### src/rtl/llapi_pkg.sv
// Shared types and constants for the LLAPI -> N64 pad adapter.
// The optional right-stick C-button feature is selected with LLAPI_N64_CSTICK_EN.
package llapi_pkg;

    typedef logic [1:0] state_t;

    localparam state_t ST_IDLE    = 2'd0;
    localparam state_t ST_CAPTURE = 2'd1;
    localparam state_t ST_CONV    = 2'd2;
    localparam state_t ST_PUBLISH = 2'd3;

    // Bit positions inside PAD_BUTTONS
    typedef enum logic [3:0] {
        BTN_CR    = 4'd0,
        BTN_CL    = 4'd1,
        BTN_CD    = 4'd2,
        BTN_CU    = 4'd3,
        BTN_R     = 4'd4,
        BTN_L     = 4'd5,
        BTN_RSV0  = 4'd6,
        BTN_RSV1  = 4'd7,
        BTN_RIGHT = 4'd8,
        BTN_LEFT  = 4'd9,
        BTN_DOWN  = 4'd10,
        BTN_UP    = 4'd11,
        BTN_START = 4'd12,
        BTN_Z     = 4'd13,
        BTN_B     = 4'd14,
        BTN_A     = 4'd15
    } n64_btn_e;

    localparam int AXIS_CENTER      = 32'sd128;
    localparam int N64_AXIS_MAX     = 32'sd80;
    localparam int AXIS_SCALE_NUM   = 32'sd5;
    localparam int AXIS_SCALE_SHIFT = 32'sd3;

endpackage

### src/rtl/llapi_axis_conv.sv
// One stick axis: recentre, optional negate, deadzone, scale by 5/8, clamp to +/-80.
module llapi_axis_conv
    import llapi_pkg::*;
#(
    parameter int DEADZONE = 8
) (
    input  logic        [7:0] axis,
    input  logic              invert,
    output logic signed [7:0] value
);

    localparam logic signed [9:0]  DZ_POS  = 10'(DEADZONE);
    localparam logic signed [9:0]  DZ_NEG  = -DZ_POS;
    localparam logic signed [12:0] MAX_POS = 13'(N64_AXIS_MAX);
    localparam logic signed [12:0] MAX_NEG = -MAX_POS;
    localparam logic signed [12:0] SCALE   = 13'(AXIS_SCALE_NUM);

    logic signed [9:0]  off_s;
    logic signed [9:0]  s_s;
    logic signed [12:0] prod_s;
    logic signed [12:0] shr_s;

    // Ten bits keep the negated -128 as +128, so a fully-up stick reaches +80
    always_comb begin
        off_s  = $signed({2'b00, axis}) - $signed(10'(AXIS_CENTER));
        if (invert) begin
            s_s = -off_s;
        end else begin
            s_s = off_s;
        end
        prod_s = $signed({{3{s_s[9]}}, s_s}) * SCALE;
        shr_s  = prod_s >>> AXIS_SCALE_SHIFT;
        if ((s_s <= DZ_POS) && (s_s >= DZ_NEG)) begin
            value = 8'sd0;
        end else if (shr_s > MAX_POS) begin
            value = MAX_POS[7:0];
        end else if (shr_s < MAX_NEG) begin
            value = MAX_NEG[7:0];
        end else begin
            value = shr_s[7:0];
        end
    end

endmodule

### src/rtl/llapi_n64_pad.sv
// LLAPI pad state -> N64 controller state, published once per frame-poll edge.
// Define LLAPI_N64_CSTICK_EN to drive the C-buttons from the right analog stick.
module llapi_n64_pad
    import llapi_pkg::*;
#(
    parameter int DEADZONE = 8,
    parameter int CTHRESH  = 64
) (
    input  logic        CLK_50M,
    input  logic        RESET,
    input  logic        LLAPI_SYNC,
    input  logic        LLAPI_EN,
    input  logic [31:0] LLAPI_BUTTONS,
    input  logic [71:0] LLAPI_ANALOG,
    output logic [15:0] PAD_BUTTONS,
    output logic [7:0]  PAD_X,
    output logic [7:0]  PAD_Y,
    output logic        PAD_VALID,
    output logic        PAD_UPDATE,
    output logic [7:0]  SYNC_DROPS
);

    logic        sync_meta_q, sync_q, sync_prev_q;
    logic [2:0]  arm_q;
    logic        edge_s;

    state_t      state_q, state_d;

    logic        snap_en_q;
    logic [31:0] snap_btn_q;
    logic [7:0]  snap_x1_q, snap_y1_q;

    logic signed [7:0] x_s, y_s;
    logic [15:0] map_s;

    logic [15:0] btn_q, btn_d;
    logic [7:0]  x_q, x_d, y_q, y_d;
    logic        valid_q, valid_d;
    logic        upd_q, upd_d;
    logic [7:0]  drops_q, drops_d;

    logic        unused_s;

    // Synchroniser plus arming chain: an edge only counts once sync_prev_q holds real post-reset input
    always_ff @(posedge CLK_50M or posedge RESET) begin
        if (RESET) begin
            sync_meta_q <= 1'b0;
            sync_q      <= 1'b0;
            sync_prev_q <= 1'b0;
            arm_q       <= 3'b000;
        end else begin
            sync_meta_q <= LLAPI_SYNC;
            sync_q      <= sync_meta_q;
            sync_prev_q <= sync_q;
            arm_q       <= {arm_q[1:0], 1'b1};
        end
    end

    assign edge_s = arm_q[2] & sync_q & ~sync_prev_q;

    // Next-state logic
    always_comb begin
        state_d = state_q;
        case (state_q)
            ST_IDLE: begin
                if (edge_s) begin
                    state_d = ST_CAPTURE;
                end else begin
                    state_d = ST_IDLE;
                end
            end
            ST_CAPTURE: state_d = ST_CONV;
            ST_CONV:    state_d = ST_PUBLISH;
            ST_PUBLISH: state_d = ST_IDLE;
            default:    state_d = ST_IDLE;
        endcase
    end

    // State register
    always_ff @(posedge CLK_50M or posedge RESET) begin
        if (RESET) begin
            state_q <= ST_IDLE;
        end else begin
            state_q <= state_d;
        end
    end

    // Input snapshot taken during CAPTURE
    always_ff @(posedge CLK_50M or posedge RESET) begin
        if (RESET) begin
            snap_en_q  <= 1'b0;
            snap_btn_q <= 32'h0;
            snap_x1_q  <= 8'h00;
            snap_y1_q  <= 8'h00;
        end else if (state_q == ST_CAPTURE) begin
            snap_en_q  <= LLAPI_EN;
            snap_btn_q <= LLAPI_BUTTONS;
            snap_x1_q  <= LLAPI_ANALOG[7:0];
            snap_y1_q  <= LLAPI_ANALOG[15:8];
        end else begin
            snap_en_q  <= snap_en_q;
            snap_btn_q <= snap_btn_q;
            snap_x1_q  <= snap_x1_q;
            snap_y1_q  <= snap_y1_q;
        end
    end

    llapi_axis_conv #(.DEADZONE(DEADZONE)) u_conv_x (
        .axis   (snap_x1_q),
        .invert (1'b0),
        .value  (x_s)
    );

    llapi_axis_conv #(.DEADZONE(DEADZONE)) u_conv_y (
        .axis   (snap_y1_q),
        .invert (1'b1),
        .value  (y_s)
    );

`ifdef LLAPI_N64_CSTICK_EN
    localparam logic [7:0] C_LO = 8'(AXIS_CENTER - CTHRESH);
    localparam logic [7:0] C_HI = 8'(AXIS_CENTER + CTHRESH);

    logic [7:0] snap_x2_q, snap_y2_q;

    // Right-stick snapshot, captured alongside the main snapshot
    always_ff @(posedge CLK_50M or posedge RESET) begin
        if (RESET) begin
            snap_x2_q <= 8'h00;
            snap_y2_q <= 8'h00;
        end else if (state_q == ST_CAPTURE) begin
            snap_x2_q <= LLAPI_ANALOG[31:24];
            snap_y2_q <= LLAPI_ANALOG[39:32];
        end else begin
            snap_x2_q <= snap_x2_q;
            snap_y2_q <= snap_y2_q;
        end
    end
`endif

    // Button mapping from the snapshot
    always_comb begin
        map_s            = 16'h0000;
        map_s[BTN_A]     = snap_btn_q[1];
        map_s[BTN_B]     = snap_btn_q[0];
        map_s[BTN_Z]     = snap_btn_q[8];
        map_s[BTN_START] = snap_btn_q[5];
        map_s[BTN_UP]    = snap_btn_q[27];
        map_s[BTN_DOWN]  = snap_btn_q[26];
        map_s[BTN_LEFT]  = snap_btn_q[25];
        map_s[BTN_RIGHT] = snap_btn_q[24];
        map_s[BTN_L]     = snap_btn_q[6];
        map_s[BTN_R]     = snap_btn_q[7];
`ifdef LLAPI_N64_CSTICK_EN
        map_s[BTN_CU]    = (snap_y2_q < C_LO);
        map_s[BTN_CD]    = (snap_y2_q > C_HI);
        map_s[BTN_CL]    = (snap_x2_q < C_LO);
        map_s[BTN_CR]    = (snap_x2_q > C_HI);
`else
        map_s[BTN_CU]    = snap_btn_q[2];
        map_s[BTN_CD]    = snap_btn_q[3];
        map_s[BTN_CL]    = snap_btn_q[14];
        map_s[BTN_CR]    = snap_btn_q[15];
`endif
    end

    // Output next-state: results land on the CONV->PUBLISH edge so PUBLISH shows them with the pulse
    always_comb begin
        btn_d   = btn_q;
        x_d     = x_q;
        y_d     = y_q;
        valid_d = valid_q;
        upd_d   = 1'b0;
        drops_d = drops_q;
        if (state_q == ST_CONV) begin
            upd_d = 1'b1;
            if (snap_en_q) begin
                btn_d   = map_s;
                x_d     = x_s;
                y_d     = y_s;
                valid_d = 1'b1;
            end else begin
                btn_d   = 16'h0000;
                x_d     = 8'h00;
                y_d     = 8'h00;
                valid_d = 1'b0;
            end
        end else begin
            upd_d = 1'b0;
        end
        if (edge_s && (state_q != ST_IDLE) && (drops_q != 8'hFF)) begin
            drops_d = drops_q + 8'd1;
        end else begin
            drops_d = drops_q;
        end
    end

    // Published output registers
    always_ff @(posedge CLK_50M or posedge RESET) begin
        if (RESET) begin
            btn_q   <= 16'h0000;
            x_q     <= 8'h00;
            y_q     <= 8'h00;
            valid_q <= 1'b0;
            upd_q   <= 1'b0;
            drops_q <= 8'h00;
        end else begin
            btn_q   <= btn_d;
            x_q     <= x_d;
            y_q     <= y_d;
            valid_q <= valid_d;
            upd_q   <= upd_d;
            drops_q <= drops_d;
        end
    end

    assign PAD_BUTTONS = btn_q;
    assign PAD_X       = x_q;
    assign PAD_Y       = y_q;
    assign PAD_VALID   = valid_q;
    assign PAD_UPDATE  = upd_q;
    assign SYNC_DROPS  = drops_q;

    // Button bits and analog lanes that have no N64 meaning are folded here
    assign unused_s = ^{LLAPI_ANALOG, snap_btn_q};

endmodule
### config.mk
export PLATFORM = sky130hd
export DESIGN_NAME = llapi_n64_pad
export DESIGN_NICKNAME = d
export VERILOG_FILES = /design/src/rtl/llapi_pkg.sv /design/src/rtl/llapi_axis_conv.sv /design/src/rtl/llapi_n64_pad.sv
export SDC_FILE = /design/constraint.sdc
export NUM_CORES = 1
export LEC_CHECK = 0
export BUFFER_PORTS_ARGS = -buffer_cell sky130_fd_sc_hd__buf_2
export CAP_MARGIN = 10
export CORE_ASPECT_RATIO = 0.6
export CORE_MARGIN = 5
export CORE_UTILIZATION = 51
export DETAILED_ROUTE_END_ITERATION = 12
export PLACE_DENSITY_LB_ADDON = 0.08
export REMOVE_ABC_BUFFERS = 1
export SLEW_MARGIN = 20
export SYNTH_ARGS = -nofsm -noshare
export SYNTH_HDL_FRONTEND = slang
export SYNTH_SLANG_ARGS = --single-unit
### constraint.sdc
create_clock -name CLK_50M -period 4.95 [get_ports CLK_50M]
set_input_delay 0.495 -clock CLK_50M [delete_from_list [all_inputs] [get_ports CLK_50M]]
set_output_delay 0.495 -clock CLK_50M [all_outputs]
set_load 0.01 [all_outputs]
==> key figures, run 1 <==
Floorplanning
  – Die X: 131.5 um
  – Initial core utilization: 0.5264
  – Core Area: 8588 um2
  – Die area: 10910 um2
  – # rows: 26
  – I/O pins: 150
  – Die Ht: 82.93 um

Synthesis
  – Top-count cell post-synth: dfrtp_1
  – Register bit total from synthesis: 79
  – Synth top area share: 0.4373
  – Ys Warns: 0
  – Post-synthesis cell count: 447
  – Syn avg cell area: 10.11 um2
  – EDFF count, synth: 0
  – Synth cell types: 65
  – Ys async rst share: 1.000
  – Synthesized cell area: 4521 um2
  – Ys flop type: dfrtp_1
  – Top post-synthesis cells by area: dfrtp_1, ha_1, mux2_2
  – Synth top cells by count: dfrtp_1, inv_1, ha_1, o21ai_0, mux2_2
  – Sequential-to-total area share from yosys stat: 0.4373
  – Area leader, netlist: dfrtp_1

Worst setup path
  – Critical path cell sequence: inv_1 -> ha_1 -> or3b_1 -> nor2_1 -> nor2_1 -> ha_1 -> ha_1 -> a21o_1 -> a211oi_1 -> o21a_1 -> xor2_1 -> a2111oi_0 -> a2bb2oi_1 -> o32ai_1
  – Crit. End Element: flop
  – Bufs and invs on worst path: 1
  – R2R setup slack: 0.47 ns
  – Slowest CP cell: a2111oi_0
  – Delay of the slowest critical-path stage: 0.56 ns
  – Arr. time, crit path: 4.71 ns
  – Most common cell on crit path: ha_1
  – Worst Path Max Fanout: 6
  – Delay-heaviest family, CP: compound AO/OA/AOI/OAI gates
  – Required time worst endpoint: 5.18 ns
  – Startpoint Class: flop
  – Setup Crit Path Kind: flop to flop

Timing
  – Worst slew margin: 0.4025
  – Setup_tns: 0 ns
  – Period utilisation layout: 0.9042
  – Final setup vio count: 0
  – Worst slew pin tran: 0.8902 ns
  – RSZ-0062 raised after global routing: false
  – Max-slew violations: 0
  – Fin Clk Skew: 0.005553 ns
  – Final Hold Viols: 0
  – Top achievable clock speed: 0.2234 GHz
  – Minimum clock period: 4.476 ns

Finish
  – Diode count: 0
  – Layout Utilization: 0.6125
  – Final nets: 655
  – Layout area overhead: 16.36%
  – Share of cells above drive strength 1: 0.2457

Place
  – Final Wtd Congestion: 0.8334
  – DP Wirelength: 7.338 mm
  – Port bufs: 73

Hold path
  – Worst hold-check path type: input pin to flop

CTS
  – Root Buffer Master: clkbuf_16
  – Reg clk slew, reported paths: 0.06 ns
  – CTS Buffer Depth: 2
  – Hold Buf Count CTS: 0
  – H-Tree Level Count: 3
  – Post_cts resized: 0
  – Setup bufs post-CTS: 0
  – CTS tree: done
  – TritonCTS Sinks: 79
  – Clock Latency Late Sink: 0.34 ns
  – Num CTS Buffers: 9

Power
  – Peak supply drop: 0.0003402 V
  – Power Density: 854.6 nW/um2
  – Leak pwr: 2.478 nW

Detailed routing
  – WL final: 10.04 mm
  – Via/cell ratio: 5.616
  – Routed length per instance: 15.86 um
  – Drt first-iter violations: 272
  – Iteration count of the initial detailed-routing pass: 5
  – Drt drc: 0
  – Routed Antenna Nets: 0
  – Total number of vias: 3555

Outcome
  – Status: finished clean

Job
  – Max cap viols: 0

Global routing
  – Initial antenna violation count: 0
  – Vias in the first global route: 3317
  – First-pass GRT wire length: 16.99 mm
  – Total GRT Usage: 0.1882
  – Global route overflow: 0
  – Largest net degree at the start of global routing: 80
-- layout make-up --
cell class,instances,area [um2]
Fill cell,745,3328
Multi-Input combinational cell,306,2300
Sequential cell,79,1977
Timing Repair Buffer,77,399.1
Clock buffer,10,239.0
Inverter,43,162.7
Tap cell,112,140.1
Clock inverter,6,42.54
-- layout by cell type (no fill, tap or decap), types with 7 or more instances in the layout --
master	n
nand3_1	22
clkbuf_16	9
nor2_1	18
nand2_1	21
nand2b_1	7
dfrtp_1	79
a21oi_1	13
mux2_2	28
xor2_1	7
inv_1	41
xnor2_1	16
nor3_1	10
buf_2	73
ha_1	29
o21ai_0	29
and3_1	8
-- cells by family (layout without fill, tap and decap cells) --
family | after synthesis | count (layout) | share of synthesized area
compound gates | 101 | 101 | 0.1547
xor+xnor | 23 | 23 | 0.04456
fa+ha+maj | 31 | 31 | 0.08912
buf+inv | 63 | 136 | 0.05480
flops | 79 | 79 | 0.4373
mux | 30 | 30 | 0.07445
other cells | 2 | 3 | 0.001661
simple gates | 118 | 118 | 0.1434
-- through the flow --
step / instance area, um2 / hold WS [ns] / instances / worst slack, ns / power, W
after floorplan: 4438 / 0.3312 / 428 / 1.048 / 0.003160
after detailed placement: 4975 / 0.3370 / 617 / 0.5264 / 0.003852
final: 5260 / 0.2684 / 633 / 0.4743 / 0.004495
after global placement: 4975 / 0.3324 / 617 / 0.5826 / 0.003770
after CTS: 5256 / 0.2572 / 633 / 0.5146 / 0.004501
after global routing: 5260 / 0.2489 / 633 / 0.02545 / 0.004942
-- metal layers --
| metal | GRT usage | vias up | share of wire |
|---|---|---|---|
| li1 | - | 1730 | - |
| met3 | 0.06099 | 10 | 0.066 |
| met2 | 0.2431 | 102 | 0.40 |
| met5 | 0 | - | 0 |
| met1 | 0.2968 | 1713 | 0.52 |
| met4 | 0.04762 | 0 | 0.0097 |
-- flip-flops by register name, summed over array words and instances (netlist names), 2 cells and up --
register / count
PAD_BUTTONS: 14
snap_btn_q: 14
PAD_X: 8
PAD_Y: 8
SYNC_DROPS: 8
snap_x1_q: 8
snap_y1_q: 8
arm_q: 3
state_q: 2
-- path summary, 6_finish.rpt --
kind | cells past startpoint | start | endpoint
setup / recovery | 14 | snap_y1_q[0] | PAD_Y[0]
hold / removal | 1 | LLAPI_SYNC | sync_meta_q
setup reg to reg | 14 | snap_y1_q[0] | PAD_Y[0]
hold reg to reg | 0 | sync_meta_q | sync_q
max in group asynchronous | 3 | RESET | snap_y1_q[7]
min in group asynchronous | 3 | RESET | PAD_Y[3]
-- where the power goes --
group | internal [W] | switching (W)
combinational | 0.00118 | 0.00155
sequential | 0.000890 | 0.000248
clock | 0.000355 | 0.000273
Power figures use the tool's default switching activity.
==> inputs of run 2 (changes only) <==
CORE_UTILIZATION = 40   (was 51)
==> key figures, run 2 (synthesis results as in run 1) <==
Outcome
  – Status: finished clean

Timing
  – Fin worst setup slack: 0.4938 ns
  – Fin Clk Skew: 0.006604 ns
  – Worst slew pin tran: 0.8326 ns
  – Worst slew margin: 0.4412
  – Setup_tns: 0 ns
  – RSZ-0062 raised after global routing: false
  – Final setup vio count: 0
  – Minimum clock period: 4.456 ns
  – Period utilisation layout: 0.9002
  – Max-slew violations: 0
  – Final Hold Viols: 0
  – Top achievable clock speed: 0.2244 GHz

Detailed routing
  – Drt first-iter violations: 243
  – Iteration count of the initial detailed-routing pass: 4
  – Via/cell ratio: 5.235
  – Total number of vias: 3476
  – WL final: 10.42 mm
  – Drt drc: 0
  – Routed Antenna Nets: 0
  – Routed length per instance: 15.70 um

Worst setup path
  – Required time worst endpoint: 5.18 ns
  – Setup Crit Path Kind: flop to flop
  – Worst Path Max Fanout: 6
  – Arr. time, crit path: 4.68 ns
  – Crit. End Element: flop
  – Startpoint Class: flop

Place
  – Port bufs: 73
  – DP Wirelength: 7.664 mm
  – Pre-CTS setup slack: 0.4722 ns
  – DP Area: 5015 um2
  – Final Wtd Congestion: 0.8596

Global routing
  – Global route overflow: 0
  – Largest net degree at the start of global routing: 80
  – Total GRT Usage: 0.1611
  – Vias in the first global route: 3390
  – First-pass GRT wire length: 17.49 mm
  – Initial antenna violation count: 1

Finish
  – Diode count: 0
  – Layout area overhead: 18.57%
  – Design area: 5360 um2
  – Final nets: 655
  – Fillcell total: 1067
  – Share of cells above drive strength 1: 0.2442
  – Most frequent cells in the layout: dfrtp_1, buf_2, inv_1
  – Leading cell type in the layout, fill and taps excluded: dfrtp_1

Hold path
  – Worst hold-check path type: input pin to flop

Floorplanning
  – # rows: 30
  – Initial core utilization: 0.4041
  – Die X: 147.2 um
  – Core Area: 11190 um2
  – I/O pins: 150
  – Die Ht: 92.35 um
  – Die area: 13600 um2

CTS
  – Reg clk slew, reported paths: 0.06 ns
  – CTS Buffer Depth: 2
  – Root Buffer Master: clkbuf_16
  – Setup bufs post-CTS: 0
  – H-Tree Level Count: 3
  – Hold Buf Count CTS: 0
  – TritonCTS Sinks: 79
  – Post_cts resized: 0
  – CTS tree: done
  – Clock Latency Late Sink: 0.33 ns
  – Num CTS Buffers: 9

Job
  – Max cap viols: 0

Power
  – Peak supply drop: 0.0002808 V
  – Design Power: 0.004651 W
  – Power Density: 867.7 nW/um2
  – Leak pwr: 2.509 nW
-- run 2: cell types whose count changed in the layout (fill, tap and decap cells not counted) --
cell / before / now
bufinv_16: 0 / 3
clkbuf_8: 1 / 0
clkinv_2: 3 / 1
clkinv_4: 0 / 1
clkinvlp_4: 2 / 0
-- run 2: critical path, stage by stage, from the launching register on --
cell	delay [ns]
dfrtp_1	0.41
inv_1	0.14
ha_1	0.22
or3b_1	0.45
nor2_1	0.25
nor2_1	0.09
ha_1	0.31
ha_1	0.29
a21o_1	0.21
a211oi_1	0.40
o21a_1	0.34
xor2_1	0.16
a2111oi_0	0.57
a2bb2oi_1	0.24
o32ai_1	0.29
-- run 2: layout make-up --
class | count | area [um2] | area share
Multi-Input combinational cell | 306 | 2300 | 0.4290
Inverter | 43 | 162.7 | 0.03035
Sequential cell | 79 | 1977 | 0.3688
Clock buffer | 9 | 225.2 | 0.04202
Clock inverter | 6 | 116.4 | 0.02171
Timing Repair Buffer | 77 | 399.1 | 0.07446
Tap cell | 144 | 180.2 | 0.03361
-- run 2: final timing paths --
| path | start | to | slack (ns) | cells past startpoint |
|---|---|---|---|---|
| max in group asynchronous | RESET | snap_x1_q[1] | 4.11 | 3 |
| min in group asynchronous | RESET | SYNC_DROPS[3] | 0.34 | 3 |
| max | snap_y1_q[0] | PAD_Y[0] | 0.49 | 14 |
| max reg2reg | snap_y1_q[0] | PAD_Y[0] | 0.49 | 14 |
| min | LLAPI_SYNC | sync_meta_q | 0.27 | 1 |
| min reg2reg | arm_q[1] | arm_q[2] | 0.35 | 0 |
-- run 2: where the power goes --
part | internal [W] | switching (W) | total (W)
Clock | 0.000494 | 0.000269 | 0.000764
Sequential | 0.000890 | 0.000255 | 0.00115
Combinational | 0.00118 | 0.00156 | 0.00274
-- run 2: layer usage --
metal  vias up  share of wire  global-route usage
li1       1740              -                   -
met4         2         0.0077             0.04186
met2        68           0.39              0.2144
met1      1657           0.53              0.2457
met3         9          0.066             0.05526
met5         -         0.0012                   0
-- run 2: per-stage QoR --
step / util / cells / hold slack, ns
2_1_floorplan: - / 428 / 0.3312
3_3_place_gp: 0.4483 / 649 / 0.3343
3_5_place_dp: 0.4483 / 649 / 0.3385
4_1_cts: 0.4789 / 664 / 0.2507
5_1_grt: 0.4792 / 664 / 0.2446
6_report: 0.4792 / 664 / 0.2658
==> inputs of run 3 (changes only) <==
SYNTH_HIERARCHICAL = 1   (was not set)
==> key figures, run 3 <==
Detailed routing
  – Drt first-iter violations: 163
  – Total number of vias: 4237
  – Iteration count of the initial detailed-routing pass: 4
  – Routed Antenna Nets: 0
  – WL final: 12.48 mm
  – Via/cell ratio: 5.296
  – Drt drc: 0
  – Routed length per instance: 15.60 um

Place
  – Final Wtd Congestion: 0.8127
  – Placed insts: 784
  – DP Wirelength: 9.303 mm
  – Pre-CTS setup slack: 0.5852 ns
  – Port bufs: 73

Synthesis
  – Synth top area share: 0.3734
  – Multiplexer share of the synthesized area: 0.08438
  – Area leader, netlist: dfrtp_1
  – Compound-gate portion of the synthesized area: 0.1988
  – Post-Synth Adder-Cell Area: 0.06665
  – Post-synthesis cell count: 545
  – Top-count cell post-synth: dfrtp_1
  – Ys async rst share: 1.000
  – Synthesized cell area: 5294 um2
  – Largest family of logic cells by synthesized area: compound AO/OA/AOI/OAI gates
  – Simple logic cell fraction of the synthesized area: 0.1747
  – Top post-synthesis cells by area: dfrtp_1, mux2_2, ha_1
  – Synth cell types: 68
  – Ys Warns: 6
  – Register bit total from synthesis: 79
  – EDFF count, synth: 0
  – Syn avg cell area: 9.713 um2
  – Synth Area in XOR/XNOR: 0.05791
  – Synth top cells by count: dfrtp_1, nand2_1, o21ai_0
  – Sequential-to-total area share from yosys stat: 0.3734
  – Ys flop type: dfrtp_1

Global routing
  – Initial antenna violation count: 0
  – First-pass GRT wire length: 20.42 mm
  – Global route overflow: 0
  – Total GRT Usage: 0.1601
  – Vias in the first global route: 4003
  – Largest net degree at the start of global routing: 49

Worst setup path
  – Crit Reg-Reg Startpoint: snap_y1_q[0]
  – R2R setup slack: 0.51 ns
  – Worst Path Max Fanout: 8
  – Worst reg2reg path depth: 15
  – Crit. End Element: flop
  – Required time worst endpoint: 5.18 ns
  – Arr. time, crit path: 4.67 ns
  – Setup Crit Path Kind: flop to flop
  – Startpoint Class: flop
  – Worst R2R End: PAD_Y[4]

Finish
  – Most frequent cells in the layout: dfrtp_1, buf_2, nand2_1
  – Non-Filler Instances: 800
  – Final nets: 760
  – Leading cell type in the layout, fill and taps excluded: dfrtp_1
  – Share of cells above drive strength 1: 0.2635
  – Layout area overhead: 16.10%
  – Diode count: 0

CTS
  – CTS Buffer Depth: 2
  – Root Buffer Master: clkbuf_16
  – TritonCTS Sinks: 79
  – Post_cts resized: 0
  – Num CTS Buffers: 9
  – Setup bufs post-CTS: 0
  – Reg clk slew, reported paths: 0.07 ns
  – Hold Buf Count CTS: 0
  – H-Tree Level Count: 3
  – CTS tree: done
  – Clock Latency Late Sink: 0.34 ns

Timing
  – RSZ-0062 raised after global routing: false
  – Minimum clock period: 4.439 ns
  – Max-slew violations: 0
  – Worst slew pin tran: 0.9802 ns
  – Setup_tns: 0 ns
  – Fin worst setup slack: 0.5107 ns
  – Worst slew margin: 0.3465
  – Period utilisation layout: 0.8968
  – Fin Clk Skew: 0.008203 ns
  – Final Hold Viols: 0
  – Top achievable clock speed: 0.2253 GHz
  – Final setup vio count: 0

Floorplanning
  – Die X: 158.5 um
  – I/O pins: 150
  – Die Ht: 99.11 um
  – Initial core utilization: 0.4106
  – # rows: 32
  – Die area: 15710 um2
  – Core Area: 12890 um2

Power
  – Design Power: 0.005012 W
  – Power Density: 815.4 nW/um2
  – Peak supply drop: 0.0002856 V
  – Leak pwr: 2.813 nW

Hold path
  – Worst hold-check path type: input pin to async pin

Outcome
  – Status: finished clean

Job
  – Max cap viols: 0
run 3: cell types whose count changed after synthesis, moves of 6 or more:
cell,before,now
nand2_1,21,45
o21ai_0,29,44
nor2_1,18,30
a22o_1,3,14
inv_1,42,32
nand3_1,22,13
xor2_1,7,16
mux2_2,28,36
nor2b_1,4,12
or2_2,0,8
and3_1,8,2
o31ai_1,0,6
run 3: cell type report:
type	count	area, um2
multi-input cells	428	3154
flip-flops and latches	79	1977
clock inverters	7	75.07
fillers	1263	6746
repair buffers	75	380.4
well taps	170	212.7
clock buffers	9	225.2
inverters	32	121.4
run 3: layer usage:
metal  vias to the layer above  track usage  part of all wire
li1                       2111            -                 -
met1                      2031       0.2512              0.54
met2                        86       0.2244              0.41
met3                         9      0.03348             0.046
met4                         0      0.03539            0.0073
met5                         -            0                 0
run 3: critical path, stage by stage (launching register included):
cell and delay, ns:
dfrtp_1 0.44, inv_1 0.08, ha_1 0.21, or4b_1 0.61, nor2_1 0.25, nand2_1 0.12
xor2_1 0.15, mux2_2 0.30, ha_1 0.40, or4b_2 0.68, nand3_1 0.18, nand2_1 0.10
a211oi_2 0.26, a22oi_2 0.16, o21a_1 0.20, a22o_1 0.18
run 3: worst max path at each step:
| stage | to | from | cells past startpoint |
|---|---|---|---|
| global route | PAD_Y[4] | snap_y1_q[0] | 15 |
| finish | PAD_Y[4] | snap_y1_q[0] | 15 |
| CTS | PAD_Y[4] | snap_y1_q[0] | 15 |
| detailed placement | PAD_Y[4] | snap_y1_q[0] | 15 |
| floorplan | PAD_Y[4] | snap_y1_q[0] | 15 |
| global placement | PAD_Y[4] | snap_y1_q[0] | 15 |
run 3: metrics by stage:
stage	util	instance area, um2	hold slack [ns]
2_1_floorplan	-	5251	0.3312
3_3_place_gp	0.4534	5846	0.3321
3_5_place_dp	0.4534	5846	0.3373
4_1_cts	0.4767	6146	0.1829
5_1_grt	0.4767	6146	0.2213
6_report	0.4767	6146	0.1775
run 3: power by group:
part	internal (W)	switching [W]	total, W
clock network	0.000359	0.000314	0.000673
logic	0.00139	0.00177	0.00317
registers	0.000892	0.000278	0.00117
run 3: cells by family after synthesis:
logic type | count (synthesis)
mux | 40
simple gates | 165
compound gates | 142
buf+inv | 55
flops | 79
other cells | 2
xor+xnor | 35
fa+ha+maj | 27
